`src/rtl/trace_pkg.sv`:
```
// rtl/trace_pkg.sv - shared types, constants and entry layout for the retire trace buffer
package trace_pkg;

    typedef enum logic [1:0] {
        IDLE    = 2'd0,
        ARMED   = 2'd1,
        CAPTURE = 2'd2,
        FROZEN  = 2'd3
    } trace_state_t;

    localparam logic MODE_WRAP = 1'b0;
    localparam logic MODE_STOP = 1'b1;

    localparam int INSN_W    = 32;
    localparam int RD_ADDR_W = 5;

    // Packed entry layout: {cycle, pc, insn, rd_we, rd_addr, rd_data}
    function automatic int entry_width(input int xlen, input int cyc_w);
        return cyc_w + xlen + INSN_W + 1 + RD_ADDR_W + xlen;
    endfunction

endpackage

```
`src/rtl/trace_ring_fifo.sv`:
```
// rtl/trace_ring_fifo.sv - generic DEPTH x W ring FIFO with overwrite-oldest and FWFT head
module trace_ring_fifo #(
    parameter int DEPTH = 16,
    parameter int W     = 8
) (
    input  logic                     clk,
    input  logic                     reset,
    input  logic                     clear,
    input  logic                     push,
    input  logic                     pop,
    input  logic                     overwrite_en,
    input  logic [W-1:0]             wdata,
    output logic [W-1:0]             head,
    output logic [$clog2(DEPTH):0]   count,
    output logic                     overwrite
);
    localparam int AW = $clog2(DEPTH);
    localparam int CW = AW + 1;

    logic [W-1:0]  r_mem [DEPTH];
    logic [AW-1:0] r_wr_ptr;
    logic [AW-1:0] r_rd_ptr;
    logic [CW-1:0] r_count;

    logic w_full;
    logic w_empty;
    logic w_do_pop;
    logic w_do_push;

    assign w_full    = (r_count == CW'(DEPTH));
    assign w_empty   = (r_count == '0);
    assign w_do_pop  = pop && !w_empty && !clear;
    // A push into a full ring is accepted only when a pop frees the slot or overwrite is allowed.
    assign w_do_push = push && !clear && (!w_full || w_do_pop || overwrite_en);
    assign overwrite = w_do_push && w_full && !w_do_pop;

    always_ff @(posedge clk) begin
        if (w_do_push) begin
            r_mem[r_wr_ptr] <= wdata;
        end
    end

    always_ff @(posedge clk or negedge reset) begin
        if (!reset) begin
            r_wr_ptr <= '0;
            r_rd_ptr <= '0;
            r_count  <= '0;
        end else if (clear) begin
            r_wr_ptr <= '0;
            r_rd_ptr <= '0;
            r_count  <= '0;
        end else begin
            if (w_do_push) begin
                r_wr_ptr <= r_wr_ptr + 1'b1;
            end
            if (w_do_pop || overwrite) begin
                r_rd_ptr <= r_rd_ptr + 1'b1;
            end
            if (w_do_push && !w_do_pop && !overwrite) begin
                r_count <= r_count + 1'b1;
            end else if (w_do_pop && !w_do_push) begin
                r_count <= r_count - 1'b1;
            end
        end
    end

    assign head  = w_empty ? '0 : r_mem[r_rd_ptr];
    assign count = r_count;

endmodule

```
`src/rtl/trace_buffer.sv`:
```
// rtl/trace_buffer.sv - retire-trace capture with trigger, wrap/stop modes and drop accounting
module trace_buffer
    import trace_pkg::*;
#(
    parameter int XLEN   = 32,
    parameter int DEPTH  = 16,
    parameter int CYC_W  = 16,
    parameter int DROP_W = 8
) (
    input  logic                     clk,
    input  logic                     reset,
    input  logic                     en,
    input  logic                     clear,
    input  logic                     mode,
    input  logic                     trig_en,
    input  logic [XLEN-1:0]          trig_pc,
    input  logic                     retire_valid,
    input  logic [XLEN-1:0]          retire_pc,
    input  logic [INSN_W-1:0]        retire_insn,
    input  logic                     rd_we,
    input  logic [RD_ADDR_W-1:0]     rd_addr,
    input  logic [XLEN-1:0]          rd_data,
    output logic                     out_valid,
    input  logic                     out_ready,
    output logic [CYC_W-1:0]         out_cycle,
    output logic [XLEN-1:0]          out_pc,
    output logic [INSN_W-1:0]        out_insn,
    output logic                     out_rd_we,
    output logic [RD_ADDR_W-1:0]     out_rd_addr,
    output logic [XLEN-1:0]          out_rd_data,
    output logic [$clog2(DEPTH):0]   count,
    output logic                     overflow,
    output logic [DROP_W-1:0]        dropped,
    output logic [1:0]               state
);
    localparam int EW = entry_width(XLEN, CYC_W);
    localparam int CW = $clog2(DEPTH) + 1;

    logic [CYC_W-1:0]  r_cycle;
    trace_state_t      r_state;
    logic              r_overflow;
    logic [DROP_W-1:0] r_dropped;

    logic          w_hit;
    logic          w_want;
    logic          w_block;
    logic          w_push;
    logic          w_pop;
    logic          w_fills;
    logic          w_to_frozen;
    logic          w_overwrite;
    logic [EW-1:0] w_wdata;
    logic [EW-1:0] w_head;

    assign w_hit = retire_valid && (retire_pc == trig_pc);

    always_comb begin
        w_want = 1'b0;
        unique case (r_state)
            ARMED:   w_want = en && w_hit;
            CAPTURE: w_want = retire_valid;
            default: w_want = 1'b0;
        endcase
    end

    // In STOP mode a full buffer never accepts another entry, even with a pop in the same cycle.
    assign w_block     = (mode == MODE_STOP) && (count == CW'(DEPTH));
    assign w_push      = w_want && !w_block && !clear;
    assign w_pop       = out_valid && out_ready;
    assign w_fills     = w_push && !w_pop && (count == CW'(DEPTH - 1));
    assign w_to_frozen = w_want && (w_block || ((mode == MODE_STOP) && w_fills));
    assign w_wdata     = {r_cycle, retire_pc, retire_insn, rd_we, rd_addr, rd_data};

    trace_ring_fifo #(
        .DEPTH (DEPTH),
        .W     (EW)
    ) u_ring (
        .clk          (clk),
        .reset        (reset),
        .clear        (clear),
        .push         (w_push),
        .pop          (w_pop),
        .overwrite_en (mode == MODE_WRAP),
        .wdata        (w_wdata),
        .head         (w_head),
        .count        (count),
        .overwrite    (w_overwrite)
    );

    always_ff @(posedge clk or negedge reset) begin
        if (!reset) begin
            r_cycle    <= '0;
            r_state    <= IDLE;
            r_overflow <= 1'b0;
            r_dropped  <= '0;
        end else begin
            r_cycle <= r_cycle + 1'b1;
            if (clear) begin
                r_state    <= IDLE;
                r_overflow <= 1'b0;
                r_dropped  <= '0;
            end else begin
                if (w_overwrite) begin
                    r_overflow <= 1'b1;
                end
                if (((r_state == FROZEN) && retire_valid) || (w_want && w_block)) begin
                    if (r_dropped != '1) begin
                        r_dropped <= r_dropped + 1'b1;
                    end
                end
                unique case (r_state)
                    IDLE: begin
                        if (en) begin
                            r_state <= trig_en ? ARMED : CAPTURE;
                        end
                    end
                    ARMED: begin
                        if (!en) begin
                            r_state <= IDLE;
                        end else if (w_to_frozen) begin
                            r_state <= FROZEN;
                        end else if (w_hit) begin
                            r_state <= CAPTURE;
                        end
                    end
                    CAPTURE: begin
                        if (!en) begin
                            r_state <= IDLE;
                        end else if (w_to_frozen) begin
                            r_state <= FROZEN;
                        end
                    end
                    default: r_state <= FROZEN;
                endcase
            end
        end
    end

    assign out_valid = (count != '0);
    assign {out_cycle, out_pc, out_insn, out_rd_we, out_rd_addr, out_rd_data} = w_head;
    assign overflow  = r_overflow;
    assign dropped   = r_dropped;
    assign state     = r_state;

endmodule

```
`config.mk`:
```
export PLATFORM = sky130hd
export DESIGN_NAME = trace_buffer
export DESIGN_NICKNAME = d
export VERILOG_FILES = /design/src/rtl/trace_pkg.sv /design/src/rtl/trace_ring_fifo.sv /design/src/rtl/trace_buffer.sv
export SDC_FILE = /design/constraint.sdc
export NUM_CORES = 1
export LEC_CHECK = 0
export CORE_AREA = 2 2 434 436
export CTS_BUF_LIST = sky130_fd_sc_hd__clkbuf_16
export DETAILED_ROUTE_END_ITERATION = 16
export DIE_AREA = 0 0 436 438
export GPL_TIMING_DRIVEN = 0
export PLACE_DENSITY_LB_ADDON = 0.25
export SYNTH_ARGS = -nofsm -noshare
export SYNTH_HDL_FRONTEND = slang
export SYNTH_SLANG_ARGS = --single-unit
```
`constraint.sdc`:
```
create_clock -name clk -period 13.7 [get_ports clk]
set_input_delay 1.37 -clock clk [delete_from_list [all_inputs] [get_ports clk]]
set_output_delay 1.37 -clock clk [all_outputs]
set_load 0.02 [all_outputs]
```
After elaboration in Yosys (flattened, before gate mapping)

Memories as Yosys holds them, arrays and structs flattened.
Index checks and enable logic that the tools add are counted.

Add/sub/neg operators: 6
Equal/unequal tests: 10
Muxes and demuxes: 25
Bitwise operators: 1
Reductions and logical operators: 45

Operators with widths:

| kind                                             | count |
|---|---|
| 2-to-1 mux 118 bit                               | 1 |
| == test 32 bit                                   | 1 |
| 2-to-1 mux 8 bit                                 | 3 |
| logical AND 1 bit                                | 21 |
| adder 16 x 1 -> 16 bit, second input constant    | 1 |
| 2-to-1 mux 2 bit                                 | 8 |
| 2-to-1 mux 4 bit                                 | 4 |
| 2-to-1 mux 5 bit                                 | 3 |
| nonzero test 2 bit                               | 5 |
| adder 4 x 1 -> 4 bit, second input constant      | 2 |
| adder 8 x 1 -> 8 bit, second input constant      | 1 |
| zero test 1 bit                                  | 8 |
| inequality test 8 bit, second input constant     | 1 |
| case mux 2 bit (3 select lines)                  | 1 |
| adder 5 x 1 -> 5 bit, second input constant      | 1 |
| == test 5 x 4 -> 1 bit, second input constant    | 1 |
| == test 5 bit, second input constant             | 1 |
| zero test 5 bit                                  | 1 |
| logical OR 1 bit                                 | 5 |
| inequality test 5 bit, second input constant     | 1 |
| nonzero test 5 bit                               | 1 |
| subtractor 5 x 1 -> 5 bit, second input constant | 1 |
| == test 2 bit, second input constant             | 2 |
| 2-to-1 mux 1 bit                                 | 4 |
| 9 further kinds                                  | 9 |

Bits in registers: 40
Bits in writable memories: 1888
Bits of input ports: 142
Output and inout port bits: 135
Logic and storage cells: 95
Memories kept: 1

Memory list:

| memory       | words | bits a word | rd ports | clocked after memory_dff | wr ports | RTL line              | RTL |
|---|---|---|---|---|---|---|---|
| u_ring.r_mem | 16    | 118         | 1        | 0                        | 1        | trace_ring_fifo.sv:20 | `logic [W-1:0] r_mem [DEPTH];` |

Longest topological paths before layout

Gate-level depths: netlist of run 1.

Word-level depth: 15
Mapped depth: 14
Depth with buffers taken out: 13

Cells and area by module

Synthesis of run 1 repeated with hierarchy kept, for this count alone.

Cell total of the unflattened synthesis: 3218
Area, all modules: 74237.4 µm²

By module, submodules not included:

| module          | times used | cells an instance | area each (µm²) | sequential area each (µm²) |
|---|---|---|---|---|
| trace_ring_fifo | 1          | 2992              | 72241.8         | 57019.7 |
| trace_buffer    | 1          | 226               | 1995.7          | 675.6 |

Worst setup path before layout of run 1

No wires, ideal clock.

Path type: input -> register
From: input trig_pc[14]
To: memory u_ring.r_mem[11][0] (netlist name) (enable)
Library setup time: 0.925 ns
Arrival: 14.629 ns
Required time: 12.775 ns
Slack: -1.855 ns
Stages: 7
Cell sequence: xor2_1 > nor4_1 > nand4_2 > o21ai_4 > buf_6 > nand3_2 > nor4b_1

Word-level cells in the longest chain between the ends: 10

RTL lines:

| element                                | RTL line              | RTL |
|---|---|---|
| start: declaration                     | trace_buffer.sv:16    | `input logic [XLEN-1:0] trig_pc,` |
| == test 32 bit                         | trace_buffer.sv:55    | `assign w_hit = retire_valid && (retire_pc == trig_pc);` |
| logical AND 1 bit                      | trace_buffer.sv:55    |  |
| logical AND 1 bit                      | trace_buffer.sv:60    | `ARMED: w_want = en && w_hit;` |
| case mux 1 bit (2 select lines)        | trace_buffer.sv:59    | `unique case (r_state)` |
| logical AND 1 bit (2 in a row)         | trace_buffer.sv:68    | `assign w_push = w_want && !w_block && !clear;` |
| logical AND 1 bit (2 in a row)         | trace_ring_fifo.sv:34 | `assign w_do_push = push && !clear && (!w_full \|\| w_do_pop \|\| overwrite_en);` |
| 2-to-1 mux 1 bit                       | trace_ring_fifo.sv:38 | `if (w_do_push) begin` |
| 2-to-1 mux 1 bit (implied by the code) | trace_ring_fifo.sv:39 | `r_mem[r_wr_ptr] <= wdata;` |
| end: declaration                       | trace_ring_fifo.sv:20 |  |

Every way passes these cells.

Worst setup path in the final report of run 1

From: register u_ring.r_rd_ptr[1]
To: output out_pc[23]

Word-level cells in the longest chain between the ends: 2

RTL lines:

| element                    | RTL line              | RTL |
|---|---|---|
| start: declaration         | trace_ring_fifo.sv:22 | `logic [AW-1:0] r_rd_ptr;` |
| start signal: assignment   | trace_ring_fifo.sv:57 | `r_rd_ptr <= r_rd_ptr + 1'b1;` |
| memory read (16 x 118 bit) | n/a                   |  |
| 2-to-1 mux 118 bit         | trace_ring_fifo.sv:67 | `assign head = w_empty ? '0 : r_mem[r_rd_ptr];` |
| end: declaration           | trace_buffer.sv:26    | `output logic [XLEN-1:0] out_pc,` |

Every way passes these cells.

==> impl_metrics.csv, run 1 <==
group,metric,value,unit
critical_path,crit_type,"flip-flop to output port",
drt,post-route-drc-count,0,
grt,overflow,0,
die,ioPinCount,277,
sta,tns,0,ns
layout,area_growth,20.0,%
placement,dpl-instance-area,82800,um2
logic_synthesis,synth_cells,3061,
pwr,ir_drop,0.132,mV
logic_synthesis,synth_edf_count,1888,
sta,hold_violations,0,
die,dieWidth,436,um
clocking,clock_latency,0.84,ns
drt,wire_per_inst,29.7,um
layout,fillers,15253,
logic_synthesis,syn-num-nets,3219,
logic_synthesis,syn_avg_cell_area,24.3,um2
clocking,cts_hold_buf,0,
drt,firstDrtPassIters,5,
placement,post-place-ws,6.43,ns
sta,slew-limit-headroom,6.93,%
sta,timing.final.crit_share,47.5,%
drt,viasPerCell,5.50,
sta,whs,0.423,ns
layout,seq_area,57700,um2
pwr,leakage,27.8,nW
run,maxCapViolations,0,
critical_path,reg2reg_depth,14,
grt,grt_max_degree,31,
run_status,status,"finished, final reports clean",
placement,place_congestion,0.723,
sta,fin_crit,6.51,ns
die,die-height,438,um
critical_path,cp_slowest_cell,"clkbuf_1",
clocking,htree_levels,4,
critical_path,regToRegSetupSlack,9.40,ns
logic_synthesis,yosysSeqAreaShare,77.7,%
critical_path,critPathMaxFanout,10,
sta,slew_violations,0,
pwr,finalPower,15.6,mW
logic_synthesis,synthDistinctLibCells,56,
critical_path,crit_chain,"clkbuf_1 > clkbuf_1 > buf_1 > mux4_2 > mux4_2 > and2_1 > clkdlybuf4s50_1",
grt,grt_pass1_wl,269000,um
clocking,clockRootBuffer,"clkbuf_16",
die,row_count,159,
critical_path,reg2reg_to,"u_ring.r_mem[11][30]",
critical_path,r2r-start,"state[0]",
die,dieArea,191000,um2
min_path,hp-class,"input port to asynchronous set/reset pin",
layout,fin_nets,3890,
critical_path,cp_slowest_stage_delay,1.02,ns
drt,drt_wl_total,190000,um
grt,antenna_found_initial,25,
drt,drt_iter0_markers,3665,
layout,drive_gt1_share,29.9,%
logic_synthesis,synth_top_area_cell,"edfxtp_1",
logic_synthesis,yosysMostFrequentCell,"edfxtp_1",
sta,fin_skew,0.0220,ns
die,start_util,39.8,%
sta,finalSetupViolations,0,
logic_synthesis,yosys_warnings,0,
drt,dr_total_vias,35198,
placement,dpl.hpwl,124000,um
logic_synthesis,ys_top_cells_by_count,"edfxtp_1, mux4_2, and2_1",
grt,track_usage,19.9,%
placement,port_buffers,276,
die,core,187000,um2
clocking,cts_buffer_depth,3,
logic_synthesis,synth_top_area_share,76.4,%
pwr,pwr_density_cell,175,nW/um2
logic_synthesis,async_flop_share,2.07,%
critical_path,cp_data_required_time,12.33,ns
sta,rsz0062_at_grt,"false",
critical_path,crit_path_start_kind,"flip-flop",
clocking,cts_tree,"yes",
drt,ant_nets,0,
critical_path,endpoint_kind,"output port",
logic_synthesis,syn-cell-area,74300,um2
sta,worst_pin_slew,1.40,ns
clocking,cts_made_buffers,190,
logic_synthesis,synth-seq-cells,1928,
logic_synthesis,synth-main-ff-cell,"edfxtp_1",
logic_synthesis,yosys-top-cells-area,"edfxtp_1, mux4_2, dfrtp_1",
clocking,cts.repair.resized,0,
layout,multiInputGateArea,15900,um2
clocking,cts_post_setup_buffers_inserted,0,
clocking,clkSinkCount,1928,
layout,finish.instance_area,89100,um2
critical_path,arrival,5.14,ns
clocking,clk_pin_slew_worst_paths,0.06,ns
sta,fmax,0.154,GHz
grt,grt_pass1_vias,36469,
sta,fin_ws,7.19,ns
[worst max path at each step]
stage,cells past startpoint,endpoint,startpoint,slack [ns]
final,7,out_pc[23],u_ring.r_rd_ptr[1],7.19
after global routing,7,out_pc[23],u_ring.r_rd_ptr[1],7.09
after CTS,7,out_pc[23],u_ring.r_rd_ptr[1],7.09
after detailed placement,15,u_ring.r_mem[11][31],retire_pc[25],6.43
after global placement,9,u_ring.r_mem[8][36],retire_pc[26],-21.90
after floorplan,7,u_ring.r_mem[11][0],trig_pc[14],-1.85
[worst max-delay path, delay by kind of cell, from the launching register on]
family	cells	cell delay, ns
buf+inv	4	2.83
flops	1	0.37
mux	2	0.90
simple gates	1	0.18
[cells by family after synthesis]
kind of cell	synth area share [%]
AND/OR/NAND/NOR	1.98
AO/OA/AOI/OAI	0.453
multiplexers	18.0
adder cells (fa/ha/maj)	0.280
XOR/XNOR	0.543
flip-flops	77.7
buffers and inverters	1.05
[flip-flops by register name, summed over array words and instances, names as in the netlist]
register	count
state	2
u_ring.count	5
r_cycle	16
u_ring.r_mem	1888
u_ring.r_rd_ptr	4
u_ring.r_wr_ptr	4
dropped	8
overflow	1
[metrics by stage]
step	std cells	utilization (%)
final	6398	47.7
after global routing	6393	47.7
after CTS	6386	47.7
after detailed placement	6035	44.4
after global placement	5832	42.9
after floorplan	3061	-
[final cells by class]
cell class                      count  share of cell area [%]
Sequential cell                  1928                    64.8
Multi-Input combinational cell    962                    17.8
Timing Repair Buffer              479                    6.00
Clock buffer                      190                    5.34
Tap cell                         2495                    3.50
Clock inverter                    161                    1.67
Buffer                            154                   0.806
Inverter                           17                  0.0716
Antenna cell                       12                  0.0337
[power breakdown]
part | total [mW] | leakage, nW | switching, mW | internal, mW
registers | 6.51 | 17.8 | 0.0237 | 6.49
logic | 3.85 | 6.87 | 2.06 | 1.79
clock network | 5.20 | 3.15 | 2.26 | 2.94
[per-layer routing]
layer	vias to the layer above	global-route usage (%)	share of wire (%)
li1	14511	-	-
met3	282	3.69	6.0
met5	-	0	0.018
met1	19223	26.6	41
met2	1176	32.4	50
met4	6	7.54	3.5
[placed cells by master (no fill, tap or decap), drive strengths merged, types with 4 or more instances in the layout]
cell and n:
mux4 590, nand2b 6, dfrtp 40, nand2 27, nor2 30, mux2i 5
xor2 15, nor2b 4, edfxtp 1888, nand4 11, nor3 13, clkinv 90
nand3 17, or3 6, and3 5, buf 274, clkinvlp 13, bufinv 21
clkbuf 274, a21oi 17, o21ai 11, xnor2 31, ha 15, and2 120
inv 54, clkdlybuf4s50 275, diode 12
No activity file was read; power rests on OpenSTA's default activity.
==> run 2, diff against run 1 <==
- clock period: 13.7 -> 5.75 ns (I/O delays scaled with it)
==> run 2 against run 1 <==
  * Combinational power grew 140%
  * First-iteration DRC count grew 0.79%
  * Non-clock buffer count shrank 56
  * Clock skew grew 0.0097 ns
  * Design area grew 0.26%
  * Highest routed layer unchanged
  * Clock power grew 130%
  * Clock-buffer cell count grew 7
  * Via count shrank 1.1%
  * Global-route usage shrank 0.11 points
  * Utilization grew 0.12 points
==> impl_metrics.csv, run 2 (synthesized netlist as in run 1, its figures left out) <==
group,metric,value,unit
run_status,status,"finished, final reports clean",
placement,post-place-ws,-0.624,ns
critical_path,crit_chain,"clkbuf_1 > clkbuf_1 > clkbuf_1 > mux4_2 > mux4_2 > and2_1 > clkdlybuf4s50_1",
clocking,htree_levels,4,
sta,hold_violations,0,
grt,grt_pass1_wl,267000,um
clocking,clockRootBuffer,"clkbuf_16",
die,die-height,438,um
grt,globalRouteMet2Util,32.4,%
sta,slew_violations,0,
sta,finalSetupViolations,0,
layout,final_common_cell,"edfxtp_1",
critical_path,reg2reg_depth,13,
layout,final_cell_mix,"edfxtp_1, mux4_2, clkdlybuf4s50_1",
drt,post-route-drc-count,0,
sta,worst_pin_slew,1.46,ns
drt,ant_nets,0,
critical_path,arrival,5.01,ns
sta,fin_ws,0.169,ns
critical_path,path_delay_family,"buffers and inverters",
grt,overflow,0,
critical_path,endpoint_kind,"output port",
sta,slew-limit-headroom,2.96,%
sta,fin_crit,5.58,ns
layout,area_growth,20.3,%
layout,multiInputGateArea,16000,um2
critical_path,reg2reg_to,"u_ring.r_mem[0][31]",
critical_path,r2r-start,"state[0]",
pwr,finalPower,36.7,mW
clocking,cts.repair.resized,0,
clocking,clock_latency,0.82,ns
sta,fmax,0.179,GHz
pwr,ir_drop,0.346,mV
critical_path,cp_common_cell,"clkbuf_1",
layout,seq_area,57700,um2
sta,whs,0.201,ns
drt,drt_iter0_markers,3694,
layout,fin_nets,3838,
critical_path,path_buf_inv,4,
die,core,187000,um2
drt,firstDrtPassIters,5,
run,maxCapViolations,0,
sta,rsz0062_at_grt,"false",
placement,port_buffers,276,
pwr,leakage,27.8,nW
die,dieArea,191000,um2
drt,viasPerCell,5.49,
grt,top_usage_layer,"met2",
layout,largest_register_ffs,1888,
pwr,pwr_density_cell,411,nW/um2
grt,antenna_found_initial,21,
grt,use_met3,3.39,%
grt,grt_pass1_vias,35714,
critical_path,critPathMaxFanout,10,
layout,fillers,15161,
clocking,cts_buffer_depth,3,
critical_path,cp_data_required_time,5.18,ns
die,dieWidth,436,um
grt,grt_max_degree,37,
critical_path,crit_type,"flip-flop to output port",
die,ioPinCount,277,
sta,timing.final.crit_share,97.1,%
layout,finish.instance_area,89300,um2
clocking,clk_pin_slew_worst_paths,0.06,ns
drt,wire_per_inst,29.9,um
clocking,cts_tree,"yes",
critical_path,cp_slowest_stage_delay,1.08,ns
critical_path,crit_path_start_kind,"flip-flop",
critical_path,cp_slowest_cell,"clkbuf_1",
grt,track_usage,19.7,%
sta,fin_skew,0.0318,ns
clocking,cts_made_buffers,194,
drt,dr_total_vias,34797,
drt,drt_wl_total,189000,um
die,start_util,39.8,%
layout,top_register,"u_ring.r_mem",
placement,dpl.hpwl,121000,um
layout,drive_gt1_share,28.1,%
clocking,clkSinkCount,1928,
placement,place_congestion,0.721,
critical_path,regToRegSetupSlack,1.54,ns
die,row_count,159,
min_path,hp-class,"input port to asynchronous set/reset pin",
placement,dpl-instance-area,83300,um2
grt,grtUsageMet1,27.2,%
## run 2: cell types whose count changed in the layout (fill, tap and decap cells not counted), sizes merged, moves of 5 or more
cell,before,now
buf,274,216
bufinv,21,16
clkbuf,274,282
clkinv,90,85
clkinvlp,13,2
diode,12,5
inv,54,66
## run 2: cell type report
cell class / instances / share of cell area [%]
sequential: 1928 / 64.6
multi-input combinational: 962 / 17.9
timing repair buffer: 423 / 6.45
clock buffer: 197 / 5.52
tap: 2495 / 3.49
clock inverter: 152 / 1.20
buffer: 154 / 0.804
inverter: 17 / 0.0714
antenna: 5 / 0.0140
## run 2: routing by layer
layer  part of all wire (%)  wire (um)
met5                  0.026         50
met4                    2.5       4640
met3                    6.2      11700
met2                     50      94200
met1                     42      78600
## run 2: repair_timing
| action | 4_1_cts | 5_1_grt |
|---|---|---|
| hold buffers | 1 | 0 |
| buffers inserted | 0 | 0 |
| endpoints found under the setup margin | 0 | 0 |
| hold endpoints to repair | 40 | 0 |
## run 2: worst max-delay path by stage
stage / from / endpoint / slack [ns] / depth (start not counted)
after floorplan: retire_pc[7] / u_ring.r_mem[12][0] / -1.56 / 8
after global placement: retire_pc[11] / u_ring.r_mem[12][29] / -11.25 / 9
after detailed placement: retire_pc[11] / u_ring.r_mem[0][32] / -0.62 / 14
after CTS: u_ring.r_rd_ptr[1] / out_cycle[4] / 0.09 / 7
after global routing: u_ring.r_rd_ptr[1] / out_cycle[4] / 0.009 / 7
final: u_ring.r_rd_ptr[1] / out_cycle[4] / 0.17 / 7
## run 2: power by group
group	leakage [nW]	internal, mW	switching (mW)
Clock	3.10	6.87	5.18
Combinational	6.84	4.24	4.91
Sequential	17.8	15.5	0.0577
## run 2: worst reg2reg max path, delay by kind of cell, from the launching register on
kind	cells	cell delay [ns]
AOI/OAI and AO/OA	1	0.27
adders and majority gates	1	0.29
buffers and inverters	6	1.45
and+or+nand+nor	5	1.35
DFF	1	0.43
## run 2: per-stage QoR
stage,instances,setup TNS (ns),utilization [%]
finish,6333,0,47.9
global route,6333,0,47.9
CTS,6328,0,47.9
detailed placement,5978,-67.47,44.6
global placement,5832,-,43.0
floorplan,3061,-2026.15,-
